<file path="config.mk">
export PLATFORM = sky130hd
export DESIGN_NAME = paddle_motion_flat
export DESIGN_NICKNAME = d
export VERILOG_FILES = /design/src/rtl/paddle_if.sv /design/src/rtl/paddle_motion.sv /design/src/flat_wrapper.sv
export SDC_FILE = /design/constraint.sdc
export NUM_CORES = 1
export LEC_CHECK = 0
export CAP_MARGIN = 20
export CORE_ASPECT_RATIO = 1.75
export CORE_MARGIN = 1
export CORE_UTILIZATION = 52
export CTS_BUF_LIST = sky130_fd_sc_hd__clkbuf_8
export CTS_CLUSTER_SIZE = 24
export DETAILED_ROUTE_END_ITERATION = 10
export GPL_TIMING_DRIVEN = 0
export PLACE_DENSITY = 0.94
export RECOVER_POWER = 50
export SKIP_CTS_REPAIR_TIMING = 1
export SLEW_MARGIN = 5
export SYNTH_ARGS = -nofsm -noshare
export SYNTH_HDL_FRONTEND = slang
export SYNTH_SLANG_ARGS = --single-unit
</file>
<file path="constraint.sdc">
create_clock -name Clk -period 4.9 [get_ports Clk]
set_clock_uncertainty 0.15 [all_clocks]
set_input_delay 0.49 -clock Clk [delete_from_list [all_inputs] [get_ports Clk]]
set_output_delay 0.49 -clock Clk [all_outputs]
set_load 0.01 [all_outputs]
</file>
<file path="src/rtl/paddle_if.sv">
// Bus between the paddle controller and its consumer: the keycode input and the paddle outputs.
// There is no handshake. keycode is a level signal. The controller samples it once per frame tick, and the outputs are registered levels.
interface paddle_if;
    logic [15:0]       keycode;
    logic [9:0]        PaddleX;
    logic [9:0]        PaddleY;
    logic [9:0]        Paddle_size;
    logic signed [4:0] Paddle_vel;
    logic [1:0]        state_dbg;

    modport master (
        output keycode,
        input  PaddleX, PaddleY, Paddle_size, Paddle_vel, state_dbg
    );
    modport slave (
        input  keycode,
        output PaddleX, PaddleY, Paddle_size, Paddle_vel, state_dbg
    );
endinterface

</file>
<file path="src/rtl/paddle_motion.sv">
// Per-frame paddle position controller with an accelerate/coast velocity model and edge clamping.
// Optional macro PADDLE_FRICTION_EN: when defined, released keys let the paddle coast to a stop.
module paddle_motion #(
    parameter int X_START   = 320,
    parameter int Y_POS     = 440,
    parameter int X_MIN     = 0,
    parameter int X_MAX     = 639,
    parameter int HALF_W    = 24,
    parameter int SIZE      = 6,
    parameter int MAX_SPEED = 8,
    parameter int ACCEL     = 1
) (
    input  logic     Clk,
    input  logic     Reset,
    input  logic     frame_clk,
    paddle_if.slave  bus
);
    typedef enum logic [1:0] {IDLE = 2'd0, ACCEL_L = 2'd1, ACCEL_R = 2'd2, COAST = 2'd3} state_e;

    localparam logic signed [10:0] X_LO = 11'(X_MIN + HALF_W);
    localparam logic signed [10:0] X_HI = 11'(X_MAX - HALF_W);
    localparam logic signed [6:0]  ACC7 = 7'(ACCEL);
    localparam logic signed [6:0]  MAX7 = 7'(MAX_SPEED);

    logic              sync1_q, sync2_q, dly_q;
    logic [1:0]        fill_q;
    logic              armed_q, armed_d;
    state_e            state_q, state_d;
    logic signed [4:0] vel_q, vel_d;
    logic [9:0]        x_q, x_d;
    logic              tick, key_l, key_r;
    logic signed [6:0] v_step;
    logic signed [10:0] nx;

    // Edge detection arms only after the synchronizer has seen frame_clk low.
    // A frame_clk held high across reset therefore cannot produce a tick.
    assign armed_d = armed_q | (fill_q[1] & ~sync2_q);
    assign tick    = sync2_q & ~dly_q & armed_q;
    assign key_l   = (bus.keycode[7:0] == 8'h04) || (bus.keycode[15:8] == 8'h04);
    assign key_r   = (bus.keycode[7:0] == 8'h07) || (bus.keycode[15:8] == 8'h07);

    always_ff @(posedge Clk or posedge Reset) begin
        if (Reset) begin
            sync1_q <= 1'b0;
            sync2_q <= 1'b0;
            dly_q   <= 1'b0;
            fill_q  <= 2'b00;
            armed_q <= 1'b0;
            state_q <= IDLE;
            vel_q   <= '0;
            x_q     <= 10'(X_START);
        end else begin
            sync1_q <= frame_clk;
            sync2_q <= sync1_q;
            dly_q   <= sync2_q;
            fill_q  <= {fill_q[0], 1'b1};
            armed_q <= armed_d;
            state_q <= state_d;
            vel_q   <= vel_d;
            x_q     <= x_d;
        end
    end

    always_comb begin
        state_d = state_q;
        vel_d   = vel_q;
        x_d     = x_q;
        v_step  = 7'(vel_q);
        nx      = '0;
        if (tick) begin
            if (key_l && !key_r) begin
                state_d = ACCEL_L;
                v_step  = 7'(vel_q) - ACC7;
                if (v_step < -MAX7) v_step = -MAX7;
            end else if (key_r && !key_l) begin
                state_d = ACCEL_R;
                v_step  = 7'(vel_q) + ACC7;
                if (v_step > MAX7) v_step = MAX7;
            end else begin
`ifdef PADDLE_FRICTION_EN
                if (vel_q > 5'sd0)      v_step = 7'(vel_q) - 7'sd1;
                else if (vel_q < 5'sd0) v_step = 7'(vel_q) + 7'sd1;
                else                    v_step = 7'sd0;
                state_d = (v_step != 7'sd0) ? COAST : IDLE;
`else
                v_step  = 7'sd0;
                state_d = IDLE;
`endif
            end
            // PaddleX is an unsigned screen column, so it is zero-extended. The velocity is sign-extended.
            nx = $signed({1'b0, x_q}) + 11'(v_step);
            if (nx < X_LO) begin
                x_d     = 10'(X_LO);
                vel_d   = '0;
                state_d = IDLE;
            end else if (nx > X_HI) begin
                x_d     = 10'(X_HI);
                vel_d   = '0;
                state_d = IDLE;
            end else begin
                x_d   = nx[9:0];
                vel_d = v_step[4:0];
            end
        end
    end

    assign bus.PaddleX     = x_q;
    assign bus.PaddleY     = 10'(Y_POS);
    assign bus.Paddle_size = 10'(SIZE);
    assign bus.Paddle_vel  = vel_q;
    assign bus.state_dbg   = state_q;
endmodule

</file>
<file path="src/flat_wrapper.sv">
// flat-port wrapper written by rule: the top's interface ports become plain ports
module paddle_motion_flat 
#(
    parameter int X_START   = 320,
    parameter int Y_POS     = 440,
    parameter int X_MIN     = 0,
    parameter int X_MAX     = 639,
    parameter int HALF_W    = 24,
    parameter int SIZE      = 6,
    parameter int MAX_SPEED = 8,
    parameter int ACCEL     = 1
)
  (Clk, Reset, frame_clk, bus_keycode, bus_PaddleX, bus_PaddleY, bus_Paddle_size, bus_Paddle_vel, bus_state_dbg);
  paddle_if bus_i ();
  input  logic Clk;
  input  logic Reset;
  input  logic frame_clk;
  input wire logic [$bits(bus_i.keycode)-1:0] bus_keycode;
  output wire logic [$bits(bus_i.PaddleX)-1:0] bus_PaddleX;
  output wire logic [$bits(bus_i.PaddleY)-1:0] bus_PaddleY;
  output wire logic [$bits(bus_i.Paddle_size)-1:0] bus_Paddle_size;
  output wire logic [$bits(bus_i.Paddle_vel)-1:0] bus_Paddle_vel;
  output wire logic [$bits(bus_i.state_dbg)-1:0] bus_state_dbg;
  assign bus_i.keycode = bus_keycode;
  assign bus_PaddleX = bus_i.PaddleX;
  assign bus_PaddleY = bus_i.PaddleY;
  assign bus_Paddle_size = bus_i.Paddle_size;
  assign bus_Paddle_vel = bus_i.Paddle_vel;
  assign bus_state_dbg = bus_i.state_dbg;
  paddle_motion #(.X_START(X_START), .Y_POS(Y_POS), .X_MIN(X_MIN), .X_MAX(X_MAX), .HALF_W(HALF_W), .SIZE(SIZE), .MAX_SPEED(MAX_SPEED), .ACCEL(ACCEL)) u_core (.Clk(Clk), .Reset(Reset), .frame_clk(frame_clk), .bus(bus_i));
endmodule
</file>
After elaboration in Yosys (flattened, before gate mapping)
Index checks and enable logic that the tools add are counted.

word-level totals
  register bits = 23
  input port bits = 19
  output and inout bits = 37
  word-level logic and storage cells = 44

cells by class
  add/subtract/negate cells = 3
  magnitude comparators = 4
  eq/ne operators = 4
  multiplexer cells = 13
  bitwise operators = 6
  reductions and logical operators = 6

operators by type and width
  cell                                                                           number
  7-bit 2-to-1 mux                                                               5
  8-bit by 3-bit equality test with 1-bit output, second input constant          4
  10-bit 2-to-1 mux                                                              2
  11-bit by 7-bit adder with 11-bit output                                       1
  11-bit > comparator, second input constant                                     1
  11-bit by 6-bit less-than comparator with 1-bit output, second input constant  1
  5-bit 2-to-1 mux                                                               2
  2-bit 2-to-1 mux                                                               4
  7-bit by 5-bit > comparator with 1-bit output, second input constant           1
  7-bit by 4-bit less-than comparator with 1-bit output, second input constant   1
  5-bit by 2-bit adder with 6-bit output, second input constant                  1
  5-bit by 2-bit subtractor with 6-bit output, second input constant             1
  1-bit bitwise AND                                                              3
  1-bit logical AND                                                              2
  1-bit logical NOT                                                              2
  1-bit logical OR                                                               2
  1-bit inverter                                                                 2
  1-bit bitwise OR                                                               1

Longest topological paths before layout
Gate-level depths: netlist of run 1.

  word-level depth = 11
  depth in mapped cells = 17

Worst setup path before layout of run 1
Ideal clock, no wire load.

  path kind = input -> register
  start point = in bus_keycode[3]
  end point = reg u_core.vel_q[1] (netlist: u_core.bus.Paddle_vel[1])
  library setup time = 0.101 ns
  arrival time = 3.966 ns
  data required time = 4.649 ns
  slack = 0.683 ns
  stages = 15
  buffers on the path = 0
  cells stage by stage = nor4b_4 -> nand3b_2 -> a31oi_1 -> a211oi_1 -> o21ai_0 -> inv_1 -> ha_1 -> fa_1 -> a21o_1 -> a31oi_1 -> a311oi_1 -> a211oi_2 -> a21oi_2 -> a311o_2 -> o32ai_1

on the way
  word-level cells in the longest chain between the ends = 11
  elaborated cells on any way between the ends = 16

RTL lines
  what                                            line                 RTL
  from (decl)                                     flat_wrapper.sv:18   input wire logic [$bits(bus_i.keycode)-1:0] bus_keycode;
  8-bit by 3-bit equality test with 1-bit output  paddle_motion.sv:39  assign key_l = (bus.keycode[7:0] == 8'h04) || (bus.keycode[15:8] == 8'h04);
  1-bit logical OR                                paddle_motion.sv:39
  1-bit logical NOT                               paddle_motion.sv:75  end else if (key_r && !key_l) begin
  1-bit logical AND                               paddle_motion.sv:75
  7-bit 2-to-1 mux                                paddle_motion.sv:75
  7-bit 2-to-1 mux (*)                            paddle_motion.sv:71  if (key_l && !key_r) begin
  7-bit 2-to-1 mux (*)                            paddle_motion.sv:70  if (tick) begin
  11-bit by 7-bit adder with 11-bit output        paddle_motion.sv:91  nx = $signed({1'b0, x_q}) + 11'(v_step);
  11-bit > comparator                             paddle_motion.sv:96  end else if (nx > X_HI) begin
  5-bit 2-to-1 mux                                paddle_motion.sv:96
  5-bit 2-to-1 mux (*)                            paddle_motion.sv:92  if (nx < X_LO) begin
  to (signal assigned)                            paddle_motion.sv:59  vel_q <= vel_d;
  to (decl)                                       paddle_motion.sv:29  logic signed [4:0] vel_q, vel_d;

Mark *: on every way between the ends. The rest lies on a longest branch, timed or not. The select of a mux whose other input is x is not followed.
A chain may end at the register's enable or synchronous reset.

Worst setup path after layout of run 1
Ends and elaborated chain as after synthesis.

==> flow_summary_export.csv, run 1 <==
group,metric,value,unit
status,outcome,"complete, no violations",
worst_setup_path,r2r_start,"u_core.bus.Paddle_vel[0]$_DFFE_PP0P_",
synthesis,synthArstFlopShare,100,%
worst_setup_path,crit_fanout,10,
clocking,clkTransAtPathRegs,0.08,ns
clocking,clk_latency,0.27,ns
grt,grtUsageMet3,1.02,%
final_layout,final_cell_mix,"clkdlybuf4s50_1 (31), buf_4 (24)",
job,drv_cap,0,
worst_setup_path,r2r-end,"u_core.bus.Paddle_vel[1]$_DFFE_PP0P_",
timing,hold_viol,0,
synthesis,synth.distinct_cells,65,
timing,period_share,96.7,%
worst_setup_path,start_kind,"input pin",
worst_hold_path,holdPathStages,0,
routing,drc_errors,0,
synthesis,synth.avg_cell_area,8.98,sq um
routing,vias_per_cell,5.91,
power,p_leak,1.32,nW
routing,ant_nets,0,
routing,routed_wl,5.66,mm
timing,timing.max_slew.rel_slack,43.6,%
routing,dr.pass1.iters,4,
grt,grt_pass1_vias,2043,
worst_hold_path,hold_end,"u_core.fill_q[1]$_DFF_PP0_",
grt,antenna_found_initial,0,
worst_setup_path,crit_path_end_kind,"flip-flop",
clocking,cts_buffers,3,
clocking,cts_buffer_depth,2,
worst_setup_path,arrival,4.77,ns
routing,wl_per_cell,15.6,microns
timing,period_needed,4.74,ns
clocking,cts_sinks,23,
synthesis,ys_seq_area_share,25.5,%
worst_hold_path,min_path_type,"flip-flop to flip-flop",
final_layout,area_growth,27.1,%
grt,met1_usage,23.2,%
worst_setup_path,reg2reg_setup_slack,0.34,ns
floorplanning,die_y,89.4,microns
synthesis,syn_inst,253,
worst_setup_path,cp.required,4.93,ns
synthesis,ys_warn_count,0,
timing,rsz0062_at_grt,"false",
worst_hold_path,hp-start,"u_core.fill_q[0]$_DFF_PP0_",
placed_design,place.gp.congestion,0.890,
placed_design,pre_cts_ws,-0.444,ns
timing,finalWorstSetupSlack,0.164,ns
synthesis,ys_ff_latch,23,
grt,overflow,0,
timing,worst_pin_slew,0.845,ns
clocking,clockRootBuffer,"clkbuf_8",
final_layout,drive_above_1_share,22.6,%
floorplanning,io-pin-count,56,
final_layout,final_common_cell,"clkdlybuf4s50_1",
routing,drt-initial-drc-count,83,
floorplanning,die_w,52.0,microns
clocking,htree_levels,1,
synthesis,ys_dominant_reg_cell,"dfrtp_1",
clocking,cts_tree,"done",
power,p_total,0.696,mW
worst_setup_path,worstSetupPathType,"input pin to flip-flop",
power,ir_drop,0.000215,V
grt,top_usage_layer,"met2",
timing,max_freq,211,MHz
grt,grt_use_met2,49.5,%
timing,maxSlewViolCount,0,
floorplanning,dieArea,0.00465,sq mm
timing,setup_violations,0,
floorplanning,start_util,54.7,%
timing,tns,0,ns
synthesis,syn_area,0.00227,sq mm
placed_design,port_buffers,35,
grt,grt_first_pass_wirelength,8.78,mm
placed_design,hpwl,4.36,mm
grt,track_usage,24.9,%
synthesis,synth-edff-count,0,
worst_setup_path,reg2regPathDepth,17,
final_layout,fin_nets,347,
grt,grt_start_max_net_pins,24,
power,cellPowerDensity,241,mW/mm^2
final_layout,n_antenna_cell,0,
routing,num_vias,2145,
floorplanning,coreArea,0.00415,sq mm
floorplanning,rows,31,
[cells by family (layout without fill, tap and decap cells)]
group	after synthesis	after routing	share of synthesized area, %
buffers and inverters	41	83	10.8
multiplexers	1	1	0.441
other	2	21	0.331
adder cells (fa/ha/maj)	13	13	7.49
AND/OR/NAND/NOR	82	82	20.4
AO/OA/AOI/OAI	82	82	31.3
XOR/XNOR	9	9	3.80
flip-flops	23	23	25.5
[Yosys cell counts (all sizes together) (6+ instances only)]
cell type,instances,area share (%)
inv,9,1.5
ha,12,6.6
a21oi,11,2.6
buf,26,8.3
nor2,22,3.7
o31ai,14,6.6
a21o,9,3.0
dfrtp,21,23
nand2,21,3.5
o21ai,7,1.5
a211oi,7,3.3
and3,6,1.7
clkbuf,6,0.99
[power by group]
part / total (mW) / switching (mW) / internal (mW)
clock: 0.116 / 0.0603 / 0.0561
sequential: 0.249 / 0.0277 / 0.221
combinational: 0.331 / 0.174 / 0.157
[layout make-up]
type | instances | area [sq um]
clock inverters | 1 | 3.75
flip-flops and latches | 23 | 578
multi-input cells | 208 | 1580
plain buffers | 32 | 211
well taps | 49 | 61.3
fillers | 328 | 1260
repair buffers | 38 | 373
clock buffers | 3 | 41.3
inverters | 9 | 33.8
[per-stage QoR]
stage | instances | hold slack [ns] | util (%) | area, sq um
2_1_floorplan | 272 | 0.181 | - | 2340
3_3_place_gp | 356 | 0.186 | 66.4 | 2750
3_5_place_dp | 356 | 0.190 | 66.4 | 2750
4_1_cts | 360 | 0.207 | 67.4 | 2800
5_1_grt | 363 | 0.212 | 69.6 | 2890
6_report | 363 | 0.204 | 69.6 | 2890
[worst max path at each step]
| stage | cells after the start | startpoint | to | slack, ns |
|---|---|---|---|---|
| final | 17 | bus_keycode[3] | u_core.bus.Paddle_vel[1]$_DFFE_PP0P_ | 0.16 |
| after global routing | 17 | bus_keycode[3] | u_core.bus.state_dbg[0]$_DFFE_PP0P_ | 0.009 |
| after CTS | 16 | bus_keycode[3] | u_core.bus.Paddle_vel[1]$_DFFE_PP0P_ | -0.25 |
| after detailed placement | 16 | bus_keycode[3] | u_core.bus.Paddle_vel[1]$_DFFE_PP0P_ | -0.44 |
| after global placement | 16 | bus_keycode[3] | u_core.bus.Paddle_vel[1]$_DFFE_PP0P_ | -0.28 |
| after floorplan | 15 | bus_keycode[3] | u_core.bus.Paddle_vel[1]$_DFFE_PP0P_ | 0.68 |
[layer usage]
metal  share of wire [%]  up-vias
met5                   0        -
met4                 3.1        0
met3                 3.5       17
met2                  58       94
met1                  36     1014
li1                    -     1020
[sequential cells by signal (all words and copies together), names as in the netlist]
signal	flops
u_core.armed_q	1
u_core.sync1_q	1
u_core.fill_q	2
u_core.dly_q	1
u_core.bus.PaddleX	10
u_core.sync2_q	1
u_core.bus.state_dbg	2
u_core.bus.Paddle_vel	5
[critical path, cell delays in order]
cell	delay [ns]
clkdlybuf4s50_1	0.45
nor4b_4	0.40
and3_1	0.25
nand2_1	0.13
a21o_1	0.23
a311o_1	0.33
a21o_1	0.21
inv_1	0.08
ha_1	0.23
buf_2	0.19
and3_1	0.21
a2111oi_4	0.44
xnor2_1	0.16
o211ai_1	0.13
a21oi_2	0.13
a311o_2	0.43
o32ai_2	0.28
(Power assumes the default switching activity.)
==> run 2: changes to the inputs <==
--- a/config.mk
+++ b/config.mk
@@ -7,10 +7,9 @@
 export LEC_CHECK = 0
 export CAP_MARGIN = 20
 export CORE_ASPECT_RATIO = 1.75
-export CORE_MARGIN = 1
+export CORE_MARGIN = 2
 export CORE_UTILIZATION = 52
 export CTS_BUF_LIST = sky130_fd_sc_hd__clkbuf_8
-export CTS_CLUSTER_SIZE = 24
 export DETAILED_ROUTE_END_ITERATION = 10
 export GPL_TIMING_DRIVEN = 0
 export PLACE_DENSITY = 0.94
==> run 2 against run 1 <==
Effect of this change: setup slack worse by 0.13 ns; total power up 1.5%; sequential share of layout area down 0.28 points; first-iteration DRC count down 3.6%; sequential cell count unchanged; die area up 6.2%; design area up 1.4%; register-to-register slack worse by 0.16 ns; critical path type unchanged; critical endpoint unchanged; largest power group unchanged.
==> flow_summary_export.csv, run 2 (same netlist as run 1, synthesis figures left out) <==
group,metric,value,unit
timing,finalWorstSetupSlack,0.0356,ns
routing,routed_wl,5.80,mm
final_layout,fin_nets,351,
floorplanning,coreArea,0.00415,sq mm
placed_design,place.gp.congestion,0.860,
final_layout,n_antenna_cell,0,
grt,grtUsageMet3,1.81,%
grt,grt_pass1_vias,2074,
clocking,cts_tree,"done",
routing,wl_per_cell,15.8,microns
floorplanning,io-pin-count,56,
worst_setup_path,crit_buf_inv,3,
timing,hold_viol,0,
routing,vias_per_cell,5.89,
final_layout,final_cells,367,
clocking,clkTransAtPathRegs,0.08,ns
routing,num_vias,2160,
power,ir_drop,0.000214,V
routing,dr.pass1.iters,5,
grt,grt_first_pass_wirelength,9.29,mm
timing,timing.max_slew.rel_slack,42.0,%
placed_design,place_inst,356,
clocking,htree_levels,1,
final_layout,drive_above_1_share,23.6,%
final_layout,final_cell_mix,"clkdlybuf4s50_1 (31), buf_4 (28)",
grt,grt_start_max_net_pins,24,
power,p_total,0.707,mW
final_layout,final_area,0.00293,sq mm
worst_setup_path,crit_path_end_kind,"flip-flop",
clocking,clockRootBuffer,"clkbuf_8",
clocking,clk_latency,0.26,ns
final_layout,fill_cells,313,
worst_setup_path,max_stage_delay,0.45,ns
placed_design,pre_cts_ws,-0.391,ns
power,cellPowerDensity,241,mW/mm^2
timing,holdWs,0.218,ns
final_layout,fin_util,70.5,%
worst_setup_path,reg2reg_setup_slack,0.18,ns
job,drv_cap,0,
final_layout,largest_reg_flops,10,
worst_setup_path,path_delay_family,"compound AO/OA/AOI/OAI gates",
final_layout,final_common_cell,"clkdlybuf4s50_1",
routing,drc_errors,0,
worst_hold_path,min_path_type,"flip-flop to flip-flop",
timing,period_needed,4.86,ns
floorplanning,dieArea,0.00493,sq mm
status,outcome,"complete, no violations",
floorplanning,rows,31,
clocking,cts_sinks,23,
power,p_leak,1.34,nW
floorplanning,start_util,54.7,%
floorplanning,die_w,54.0,microns
grt,antenna_found_initial,0,
placed_design,hpwl,4.35,mm
worst_setup_path,crit_chain,"clkdlybuf4s50_1 -> nor4b_4 -> buf_4 -> nand3b_4 -> a31oi_4 -> a211oi_4 -> o21ai_1 -> inv_1 -> ha_1 -> fa_1 -> a21o_1 -> a31oi_2 -> a311oi_1 -> a211oi_2 -> a21oi_2 -> a311o_2 -> o32ai_2",
placed_design,dpl_cell_area,0.00275,sq mm
routing,ant_nets,0,
worst_setup_path,start_kind,"input pin",
placed_design,port_buffers,35,
timing,worst_pin_slew,0.869,ns
worst_setup_path,crit_fanout,7,
timing,setup_violations,0,
worst_setup_path,critPathSlowestCell,"clkdlybuf4s50_1",
worst_setup_path,arrival,4.88,ns
grt,top_usage_layer,"met2",
timing,period_share,99.3,%
worst_setup_path,cp.required,4.92,ns
grt,grt_use_met2,43.7,%
routing,drt-initial-drc-count,80,
clocking,cts_buffers,3,
timing,max_freq,206,MHz
grt,track_usage,24.5,%
timing,maxSlewViolCount,0,
final_layout,area_growth,28.9,%
worst_setup_path,worstSetupPathType,"input pin to flip-flop",
timing,tns,0,ns
grt,overflow,0,
grt,met1_usage,27.2,%
clocking,cts_buffer_depth,2,
floorplanning,die_y,91.4,microns
run 2: cell types whose count changed in the layout (fill, tap and decap cells not counted), sizes merged:
cell / delta
buf: +4
clkinvlp: +1
inv: -1
run 2: report_power, final:
part           internal (mW)  switching (mW)  total, mW
Clock                 0.0574          0.0610      0.118
Combinational          0.161           0.178      0.339
Sequential             0.221          0.0286      0.249
run 2: path summary, 6_finish.rpt:
path / from / end / depth (start not counted)
worst max register to register: u_core.bus.Paddle_vel[0]$_DFFE_PP0P_ / u_core.bus.Paddle_vel[1]$_DFFE_PP0P_ / 16
worst min register to register: u_core.fill_q[0]$_DFF_PP0_ / u_core.fill_q[1]$_DFF_PP0_ / 0
worst min-delay path: u_core.fill_q[0]$_DFF_PP0_ / u_core.fill_q[1]$_DFF_PP0_ / 0
min in group asynchronous: Reset / u_core.sync2_q$_DFF_PP0_ / 2
max in group asynchronous: Reset / u_core.bus.PaddleX[1]$_DFFE_PP0P_ / 2
worst max-delay path: bus_keycode[4] / u_core.bus.Paddle_vel[1]$_DFFE_PP0P_ / 17
run 2: routing by layer:
metal	wire [microns]	up-vias
met1	2040	991
met5	0	-
met4	234	0
met3	321	26
li1	-	1031
met2	3200	112
run 2: cell type report:
type	instances	area [sq um]	area share, %
plain buffers	32	211	7.22
inverters	9	33.8	1.15
clock inverters	1	7.51	0.256
well taps	49	61.3	2.09
multi-input cells	208	1590	54.4
repair buffers	42	403	13.8
flip-flops and latches	23	578	19.7
clock buffers	3	41.3	1.41
